### src/rtl/counter_load_scheduler.sv
// Round-robin arbiter that lends one external 8-bit loadable up counter to NREQ requesters,
// loading each winner's start value and pulsing done when the counter reaches its limit.
module counter_load_scheduler #(
    parameter int unsigned NREQ = 4,
    parameter int unsigned IDW  = 2
) (
    input  logic              clk,
    input  logic              rst,
    input  logic [NREQ-1:0]   req,
    input  logic [8*NREQ-1:0] req_start,
    input  logic [8*NREQ-1:0] req_limit,
    input  logic [7:0]        cnt_count,
    output logic              cnt_load,
    output logic [7:0]        cnt_data,
    output logic [NREQ-1:0]   grant,
    output logic [NREQ-1:0]   done,
    output logic              busy,
    output logic [IDW-1:0]    active_id
);

    typedef enum logic [1:0] {StIdle, StLoad, StRun, StDone} state_e;

    localparam logic [IDW:0] NReqW = (IDW+1)'(NREQ);

    state_e          state_q, state_d;
    logic [IDW-1:0]  rr_ptr_q, rr_ptr_d;
    logic [IDW-1:0]  idx_q, idx_d;
    logic [7:0]      limit_q, limit_d;
    logic [NREQ-1:0] grant_q, grant_d;
    logic [NREQ-1:0] done_q, done_d;
    logic            cnt_load_q, cnt_load_d;
    logic [7:0]      cnt_data_q, cnt_data_d;
    logic            busy_q, busy_d;
    logic [IDW-1:0]  active_id_q, active_id_d;

    logic            pick_valid;
    logic [IDW-1:0]  pick_idx;
    logic [7:0]      pick_start;
    logic [7:0]      pick_limit;
    logic [IDW:0]    sum;
    logic [IDW-1:0]  cand;
    logic [IDW-1:0]  nxt_ptr;

    function automatic logic [NREQ-1:0] onehot(input logic [IDW-1:0] i);
        logic [NREQ-1:0] v;
        v    = '0;
        v[i] = 1'b1;
        return v;
    endfunction

    // Scan rr_ptr, rr_ptr+1, ... (mod NREQ) and take the first active request.
    always_comb begin
        pick_valid = 1'b0;
        pick_idx   = '0;
        pick_start = '0;
        pick_limit = '0;
        sum        = '0;
        cand       = '0;
        for (int k = 0; k < NREQ; k++) begin
            sum = {1'b0, rr_ptr_q} + (IDW+1)'(k);
            if (sum >= NReqW) begin
                sum = sum - NReqW;
            end
            cand = sum[IDW-1:0];
            for (int i = 0; i < NREQ; i++) begin
                if (!pick_valid && req[i] && cand == IDW'(i)) begin
                    pick_valid = 1'b1;
                    pick_idx   = cand;
                    pick_start = req_start[8*i +: 8];
                    pick_limit = req_limit[8*i +: 8];
                end
            end
        end
    end

    assign nxt_ptr = (idx_q == IDW'(NREQ - 1)) ? '0 : idx_q + IDW'(1);

    always_comb begin
        state_d     = state_q;
        rr_ptr_d    = rr_ptr_q;
        idx_d       = idx_q;
        limit_d     = limit_q;
        grant_d     = grant_q;
        done_d      = '0;
        cnt_load_d  = 1'b0;
        cnt_data_d  = cnt_data_q;
        busy_d      = busy_q;
        active_id_d = active_id_q;
        unique case (state_q)
            StIdle: begin
                if (pick_valid) begin
                    state_d     = StLoad;
                    idx_d       = pick_idx;
                    limit_d     = pick_limit;
                    grant_d     = onehot(pick_idx);
                    cnt_load_d  = 1'b1;
                    cnt_data_d  = pick_start;
                    busy_d      = 1'b1;
                    active_id_d = pick_idx;
                end
            end
            StLoad: begin
                state_d = StRun;
            end
            StRun: begin
                // A dropped request wins over a same-cycle limit match: no done pulse.
                if (!req[idx_q]) begin
                    state_d     = StIdle;
                    rr_ptr_d    = nxt_ptr;
                    grant_d     = '0;
                    busy_d      = 1'b0;
                    active_id_d = '0;
                end else if (cnt_count == limit_q) begin
                    state_d = StDone;
                    done_d  = grant_q;
                end
            end
            StDone: begin
                state_d     = StIdle;
                rr_ptr_d    = nxt_ptr;
                grant_d     = '0;
                busy_d      = 1'b0;
                active_id_d = '0;
            end
            default: begin
                state_d = StIdle;
            end
        endcase
    end

    always_ff @(posedge clk or negedge rst) begin
        if (!rst) begin
            state_q     <= StIdle;
            rr_ptr_q    <= '0;
            idx_q       <= '0;
            limit_q     <= '0;
            grant_q     <= '0;
            done_q      <= '0;
            cnt_load_q  <= 1'b0;
            cnt_data_q  <= '0;
            busy_q      <= 1'b0;
            active_id_q <= '0;
        end else begin
            state_q     <= state_d;
            rr_ptr_q    <= rr_ptr_d;
            idx_q       <= idx_d;
            limit_q     <= limit_d;
            grant_q     <= grant_d;
            done_q      <= done_d;
            cnt_load_q  <= cnt_load_d;
            cnt_data_q  <= cnt_data_d;
            busy_q      <= busy_d;
            active_id_q <= active_id_d;
        end
    end

    assign cnt_load  = cnt_load_q;
    assign cnt_data  = cnt_data_q;
    assign grant     = grant_q;
    assign done      = done_q;
    assign busy      = busy_q;
    assign active_id = active_id_q;

endmodule

### config.mk
export PLATFORM = sky130hd
export DESIGN_NAME = counter_load_scheduler
export DESIGN_NICKNAME = d
export VERILOG_FILES = /design/src/rtl/counter_load_scheduler.sv
export SDC_FILE = /design/constraint.sdc
export NUM_CORES = 1
export LEC_CHECK = 0
export CORE_MARGIN = 2
export CORE_UTILIZATION = 25
export CTS_CLUSTER_DIAMETER = 100
export CTS_CLUSTER_SIZE = 25
export DETAILED_ROUTE_END_ITERATION = 7
export HOLD_SLACK_MARGIN = 0.06
export SLEW_MARGIN = 20
export SYNTH_ARGS = -nofsm -noshare
export SYNTH_HDL_FRONTEND = slang
export SYNTH_SLANG_ARGS = --single-unit
export TNS_END_PERCENT = 20
### constraint.sdc
create_clock -name clk -period 2.95 [get_ports clk]
set_input_delay 0.295 -clock clk [delete_from_list [all_inputs] [get_ports clk]]
set_output_delay 0.295 -clock clk [all_outputs]
set_load 0.005 [all_outputs]
==> summary.md, run 1 <==
The flow ran to the end, and the final reports show no timing, DRC or antenna violations. The area growth from synthesis to final layout came out at 46.6%. The half-perimeter wire length after placement is 15.4 mm.

Post-route clock period utilization: 0.969. The xor and xnor area share after synthesis is 0.0173, and the final weighted congestion in routability-driven placement is 0.997. The mean routed wirelength per cell works out to 22.9 um. The site row count came out at 46.

Summed over all layers, the global routing overflow is 0. The fraction of the mapped netlist area in compound gates was 0.465. Clock skew on the completed layout was measured at 0.00745 ns. The tools report the worst path required time as 3.11 ns. The cell with the most instances after synthesis was nand2_1.

The tools report the starting utilization of the core area as 0.256. The first detailed-routing pass ran for 7 iterations. The tools report the tightest slew margin relative to the limit as 0.429. The proportion of register bits with asynchronous set or reset after synthesis is 1.00, and the area share of the largest cell type after synthesis is 0.209. Clock latency on the worst-skew pair, taken at its later pin, is 0.29 ns. After layout, the worst setup slack is 0.0907 ns. The shortest clock period the worst path allows after layout came out at 2.86 ns.

The logs give 0 for the number of setup violations in the final report and 2 for the H-tree depth. The number of antenna diodes is 0. Timing would allow up to 350 MHz.

Via count of the first global-routing pass: 5404. The total global routing track utilization is 0.231, and the total number of nets in the final design is 763. The cell area that synthesis handed to floorplanning was 4060 um^2. The run gives 0 as the total count of hold-check failures in the final report.

The fraction of the mapped netlist area in simple logic gates works out to 0.208. In this design, the largest share of critical-path delay is due to buffers and inverters. The kind of launch point of the worst setup path is a flip-flop.

The worst-path maximum fanout came out at 14. The cell with the largest stage delay on the worst path was dfrtp_1. The setup path with the least slack is of type flip-flop to flip-flop. Among all flip-flop cells after synthesis, the most frequent one is dfrtp_1. The post-synthesis share of cell area spent on full adders, half adders and majority gates was 0.0339; the clock transition at the registers of the reported paths was 0.07 ns.

The sequential share of the synthesized area is 0.209, and the post-detailed-routing wire length is 20.4 mm. The number of antenna violations at the first check in global routing is 0, and the cell count of the worst reg-to-reg path is 11. The tools report the cell chosen for the clock root as clkbuf_16. After the first detailed-routing iteration, the DRC count stood at 560.

Setup repair after global routing could not meet its margin everywhere. By area the synthesized netlist is led by dfrtp_1 (21%), o21ai_0 (4.9%), nand2_1 (4.8%). The share of cell area taken by muxes after synthesis works out to 0.00555. For the number of remaining DRC errors, the log shows 0. In this run the standard cell core region covers 15900 um^2. Setup slack on the worst reg-to-reg path comes out at 0.09 ns.

The die is 131 um wide. The max-capacitance violation count was 0. Start of the worst register-to-register path: rr_ptr_q[0]. The detailed router placed 5462 vias in this run.

The final standard cell utilization of the core is 0.375. The tools report the capture instance of the worst register-to-register path as limit_q[6]. For the filler cell count, the log shows 1663. Worst hold path class: input pin to async pin. The post-layout instance area came out at 5950 um^2. The floorplan step defined a die boundary enclosing 17300 um^2. Across the VDD grid, the largest voltage drop is 419 uV.

Entering global routing, the biggest net connects 35 pins. Walking the worst path, the cells encountered are inv_1 > ha_1 > a222oi_1 > nand2_1 > buf_4 > buf_12 > nor3_2 > buf_4 > nor3_1 > a21oi_1 > o22ai_1. The number of pins with negative max-slew slack in the final report is 0, and the via density per instance is 6.13. Sorting the synthesized cells by how often they occur yields nand2_1 (52), o21ai_0 (40), dfrtp_1 (34). For this design the ratio of total power to cell area is 1000 nW/um^2. The number of nets produced by synthesis came out at 617. The static leakage power came out at 2.36 nW. The average cell area after synthesis works out to 7.69 um^2. CTS saw 34 sinks.

Measured along the y axis, the die boundary spans 131 um. The buffer and inverter count on the worst path works out to 4. STA puts the critical path data arrival time at 3.02 ns. The number of enable-type register cells in the synthesized netlist works out to 0. The count of nets left with antenna violations once routing finished came out at 0.

The run gives 528 as the synthesized instance count. The count of warnings emitted by yosys was 0. In this run the count of I/O pins placed on the die edge is 98. The synthesized netlist contains 60 unique library cells. Largest family of logic cells by synthesized area: compound AO/OA/AOI/OAI gates. The number of logic stages on the critical path including buffering is 11, and the worst setup slack before clock tree synthesis is -0.0431 ns. For the first-pass GRT wire length, the log shows 31.5 mm. The share of cells above drive strength 1 was 0.178. After detailed placement, the total cell area comes to 5740 um^2.

The most numerous cell type found on the critical path is buf_4. At the pin with the least slew margin, the transition time is 0.856 ns. Cell accounting for the most synthesized area: dfrtp_1. The type of element capturing the critical path was a flip-flop.

The largest single stage delay on the critical path is 0.42 ns. The number of register bits inferred by synthesis is 34, and the maximum clock insertion buffer count is 2. In this run the tool buffered the top-level ports with 97 buffer cells.

TritonCTS built the clock tree. TritonCTS created 5 clock buffers.
[worst reg2reg max path, delay by kind of cell, from the launching register on]
family / cells / cell delay (ns)
buffers and inverters: 4 / 0.80
AO/OA/AOI/OAI: 3 / 0.69
AND/OR/NAND/NOR: 3 / 0.60
flip-flops: 1 / 0.42
adder cells (fa/ha/maj): 1 / 0.24
[worst max path at each step]
stage                            from           to  slack, ns
final                     rr_ptr_q[0]   limit_q[6]       0.09
after detailed placement       req[0]   limit_q[2]      -0.04
after global routing      rr_ptr_q[1]  cnt_data[5]      -0.01
after global placement         req[0]   limit_q[2]       0.03
after CTS                 rr_ptr_q[0]   limit_q[2]      0.001
after floorplan           rr_ptr_q[1]     grant[0]       0.24
[repair_timing]
item	4_1_cts	5_1_grt
resized for setup	0	9
setup endpoints to repair	0	16
buffers inserted	0	3
hold buffers	0	0
[per-layer routing]
metal  share of wire  track usage
met1            0.41        0.298
met2            0.46        0.371
met3           0.090       0.0436
met4           0.046        0.107
met5               0            0
[flip-flops by register name, indices dropped and copies added (netlist names)]
register,count
active_id,2
busy,1
done,4
rr_ptr_q,2
grant,4
limit_q,8
cnt_data,8
state_q,2
idx_q,2
cnt_load,1
[placed cells by master (no fill, tap or decap), types with 4 or more instances in the layout]
cell,n
o22ai_1,23
nor3_2,5
a222oi_1,10
o31ai_1,10
clkdlybuf4s50_1,96
clkbuf_16,5
a32o_1,5
a22oi_1,9
a31oi_1,8
o221ai_1,14
and3_1,7
a21o_1,12
inv_1,14
a21oi_1,32
o211ai_1,14
nand3_1,25
a22o_1,8
nor2_1,25
xor2_1,8
nor3_1,8
a221oi_1,22
nor4_1,4
and2_1,11
dfrtp_1,34
buf_4,81
a221o_1,12
nand2_1,51
a2bb2oi_1,6
ha_1,11
o21ai_0,40
o21ai_1,6
a211oi_1,5
[where the power goes]
group	leakage, nW	internal [mW]	switching (mW)
Combinational	1.87	2.04	2.45
Clock	0.0760	0.399	0.235
Sequential	0.418	0.687	0.169
[layout make-up]
| class | count | area [um^2] | share of cell area |
|---|---|---|---|
| repair buffers | 181 | 1630 | 0.273 |
| clock buffers | 5 | 125 | 0.0210 |
| flip-flops and latches | 34 | 851 | 0.143 |
| clock inverters | 3 | 45.0 | 0.00757 |
| well taps | 216 | 270 | 0.0454 |
| multi-input cells | 437 | 2980 | 0.501 |
| inverters | 15 | 56.3 | 0.00946 |
[logic make-up (layout without fill, tap and decap cells)]
kind of cell / count (synthesis) / count (layout)
AO/OA/AOI/OAI: 259 / 259
XOR/XNOR: 8 / 8
adder cells (fa/ha/maj): 11 / 11
buffers and inverters: 57 / 204
flip-flops: 34 / 34
multiplexers: 1 / 1
AND/OR/NAND/NOR: 158 / 158
[stage by stage]
step	cells	TNS (ns)	hold slack, ns	total power [mW]
5_1_grt	891	-0.0101	0.182	6.38
6_report	891	0	0.0947	5.98
3_3_place_gp	880	0	0.458	5.15
2_1_floorplan	528	0	-0.000591	3.50
3_5_place_dp	880	-0.0431	0.448	5.23
4_1_cts	888	0	0.131	5.89
Power figures use the tool's default switching activity.
==> run 2: changes to the inputs <==
--- a/config.mk
+++ b/config.mk
@@ -5,6 +5,7 @@
 export SDC_FILE = /design/constraint.sdc
 export NUM_CORES = 1
 export LEC_CHECK = 0
+export CAP_MARGIN = 5
 export CORE_MARGIN = 2
 export CORE_UTILIZATION = 25
 export CTS_CLUSTER_DIAMETER = 100
==> results of run 2 <==
Final layout, timing and power as in run 1 (identical DEF).
==> run 3: changes to the inputs <==
--- a/config.mk
+++ b/config.mk
@@ -9,7 +9,7 @@
 export CORE_MARGIN = 2
 export CORE_UTILIZATION = 25
 export CTS_CLUSTER_DIAMETER = 100
-export CTS_CLUSTER_SIZE = 25
+export CTS_CLUSTER_SIZE = 20
 export DETAILED_ROUTE_END_ITERATION = 7
 export HOLD_SLACK_MARGIN = 0.06
 export SLEW_MARGIN = 20
==> results of run 3 <==
Final layout, timing and power as in run 1 (identical DEF).
==> RTL edit 1 (settings of run 1) <==
Encoding of `state_e`: now one-hot (4 bits for 4 states).
--- a/src/rtl/counter_load_scheduler.sv
+++ b/src/rtl/counter_load_scheduler.sv
@@ -18,7 +18,7 @@
     output logic [IDW-1:0]    active_id
 );
 
-    typedef enum logic [1:0] {StIdle, StLoad, StRun, StDone} state_e;
+    typedef enum logic [3:0] {StIdle = 4'b0001, StLoad = 4'b0010, StRun = 4'b0100, StDone = 4'b1000} state_e;
 
     localparam logic [IDW:0] NReqW = (IDW+1)'(NREQ);
 
Check against the original RTL: same outputs for any inputs over 10 cycles, from zero or initial values and one cycle with rst low; not proved beyond that.
==> RTL edit 1 against run 1 <==
  * Synthesized area down 7.5%
  * Cell area fell by 9.7%
  * Worst setup slack improved by 34 ps
  * Clock skew increased by 1.1 ps
  * Critical path depth fell by 2
  * Clock power decreased by 12%
  * Wire length is 18% lower
  * Combinational power fell by 19%
  * Non-clock buffer count fell by 32
  * Sequential cell count up 2
  * Power is 15% lower
  * Critical endpoint is now limit_q[7]
  * Largest cell class unchanged
==> RTL edit 1: results (changes against run 1) <==
status=completed; Area contributors post-synth=dfrtp_1, o21ai_0, o22ai_1; minimum clock period=2830 ps (-33.9 ps); met2 usage=31.7% (-5.4 points); Syn Nets=570 (-7.6%); gp weighted congestion=0.911 (-8.7%); met2 routed WL=7570 um (-19%); grt met1 use=27.8% (-2.0 points); non-filler instance count after layout=780 (-12%); largest net degree at the start of global routing=37 (+5.7%); Via density=6.06 (-1.1%); Clock Skew=8.51 ps (+1.06 ps); VDD IR max=0.309 mV (-26%); layout cells sized above 1=12.6% (-5.2 points); top cells by count, synth=nor2_1, dfrtp_1, o21ai_0; gr usage total=20.4% (-2.7 points); CP Max Fanout=11 (-3); met1 WL=7260 um (-12%); die width=127 um (-3.7%); Area after DPL=5180 sq um (-9.7%); Initial DRC Count=629 (+12%); register area share after synthesis=24.0% (+3.1 points); number of global-route vias before repair=4688 (-13%); worst setup path endpoint=limit_q[7]; met3 usage=3.67% (-0.69 points); WL met3=1370 um (-25%); Placed Cells=769 (-13%); P_leak=2.09 nW (-12%); syn_area_per_cell=7.74 sq um (+0.65%); R2R depth=9 (-2); worst hold margin=131 ps (+36.5 ps); sw power=2.32 mW (-19%); hpwl dp=12200 um (-21%); DP Worst Slack=6.60 ps (+49.7 ps); Yosys cell types=68 (+13%)
## RTL edit 1: cell types whose count changed in the layout (fill, tap and decap cells not counted), sizes merged, moves of 12 or more
cell,run 1,this run
a21oi,33,6
a221oi,22,1
buf,85,52
nand2,54,32
o211ai,14,1
o221a,0,12
## RTL edit 1: area by class of cell
| type | instances | area, sq um |
|---|---|---|
| fill | 1471 | 9210 |
| inverter | 9 | 36.3 |
| multi-input combinational | 394 | 2630 |
| timing repair buffer | 149 | 1420 |
| tap | 184 | 230 |
| clock inverter | 1 | 7.51 |
| clock buffer | 7 | 143 |
| sequential | 36 | 905 |
## RTL edit 1: kinds of logic after synthesis
logic type                 count (synthesis)  synth area share (%)
AOI/OAI and AO/OA                        188                  38.1
xor gates and xnor gates                   8                  1.87
adders and majority gates                  7                  2.33
buffers and inverters                     55                  6.00
DFF                                       36                  24.0
muxes                                      7                  2.27
and+or+nand+nor                          184                  25.4
## RTL edit 1: worst max-delay path: stages, from the launching register on
cell	delay, ps
dfrtp_2	420
inv_2	80
ha_1	250
a222oi_1	360
nand4_1	270
buf_12	230
or4_1	520
o2111a_1	160
o31a_1	120
o41ai_2	320
## RTL edit 1: power by group through the flow
| stage | sequential, mW | combinational [mW] | clock [mW] |
|---|---|---|---|
| 5_1_grt | 0.940 | 3.92 | 0.594 |
| 2_1_floorplan | 0.872 | 2.20 | 0 |
| 3_5_place_dp | 0.915 | 3.48 | 0 |
| 6_report | 0.911 | 3.63 | 0.559 |
| 4_1_cts | 0.909 | 3.50 | 0.567 |
| 3_3_place_gp | 0.911 | 3.45 | 0 |
## RTL edit 1: what timing repair did
action                                  CTS  global route
endpoints found under the hold margin     0             0
gates cloned                              0             1
pin swaps                                 0             3
gates resized for setup                   1             4
endpoints found under the setup margin    1            22
setup buffers                             0             2
==> RTL edit 2 (flow settings as in run 1) <==
Made on the original files. The parameter `IDW` goes from 2 to 4.
--- a/src/rtl/counter_load_scheduler.sv
+++ b/src/rtl/counter_load_scheduler.sv
@@ -2,7 +2,7 @@
 // loading each winner's start value and pulsing done when the counter reaches its limit.
 module counter_load_scheduler #(
     parameter int unsigned NREQ = 4,
-    parameter int unsigned IDW  = 2
+    parameter int unsigned IDW  = 4
 ) (
     input  logic              clk,
     input  logic              rst,
Interface: changed (resized active_id); port bits go from 98 to 100. The function was not compared with the original's and may differ.
==> RTL edit 2 against run 1 <==
  * Power rose by 33%
  * The flow now finishes with violations (setup timing)
  * Worst setup slack worse by 130 ps
  * Critical path depth rose by 1
  * Sequential cell count grew 6
  * Hold slack better by 400 ps
  * Wire length decreased by 3.9%
  * Largest cell class unchanged
  * Largest power group unchanged
  * Combinational power is 42% higher
  * Global-route usage shrank 2.8 points
  * Synthesized area rose by 7.3%
  * Cell area rose by 18%
==> RTL edit 2: results (changes against run 1) <==
status=finished with violations; failing checks=setup timing; Placed Cells=948 (+7.7%); Clock Skew=12.7 ps (+5.29 ps); Final TNS setup=-51.8 ps (-51.8 ps); Initial DRC Count=733 (+31%); clk cell area share=2.38% (-0.48 points); grt met1 use=28.5% (-1.3 points); top cells by count, synth=nand2_1, nor2_1, dfrtp_1; met1 WL=8380 um (+1.4%); DR vias=5551 (+1.6%); Buffers excl. clock=232 (+28%); VDD IR max=0.666 mV (+59%); layout cells sized above 1=31.7% (+14 points); CP Max Fanout=5 (-9); largest net degree at the start of global routing=24 (-31%); area of the multi-input gates=3480 sq um (+17%); Hold WC Path Type=reg -> reg; setup ws final=-40.4 ps (-131 ps); worst flop-to-flop path endpoint=grant[3]; number of global-route vias before repair=5211 (-3.6%); port buffer count=99 (+2.1%); worst r2r src=rr_ptr_q[1]; fillers=1719 (+3.4%); register area share after synthesis=23.0% (+2.0 points); P_int=4.26 mW (+36%); clk pwr=653 uW (+3%); Area after DPL=6430 sq um (+12%); area delta synth->final=61.7%; Area contributors post-synth=dfrtp_1, nand2_1, ha_1; first-pass GRT wire length=29300 um (-7.0%); Worst Tran Pin Value=802 ps (-54.0 ps); met3 usage=3.06% (-1.3 points); setup violators final=3 (+3)
-- RTL edit 2: changes by cell type after synthesis, moves of 9 or more --
cell and change:
nor2_1 +18, a211o_1 +11, o211ai_1 -10, a21oi_1 -10
nand2_1 +11, or2_2 +9, clkbuf_1 -10
-- RTL edit 2: repair_timing --
item / 4_1_cts / 5_1_grt
hold buffers: 1 / 0
setup endpoints to repair: 18 / 23
pin swaps: 2 / 25
setup buffers: 1 / 8
resized for setup: 16 / 68
endpoints found under the hold margin: 21 / 0
-- RTL edit 2: cells by family (layout without fill, tap and decap cells) --
kind of cell | after synthesis | in the layout | share of synthesized area (%)
fa+ha+maj | 18 | 18 | 5.17
mux | 2 | 2 | 0.861
compound gates | 230 | 230 | 42.6
buf+inv | 47 | 253 | 5.26
flops | 40 | 40 | 23.0
simple gates | 184 | 184 | 20.2
xor+xnor | 14 | 14 | 2.99
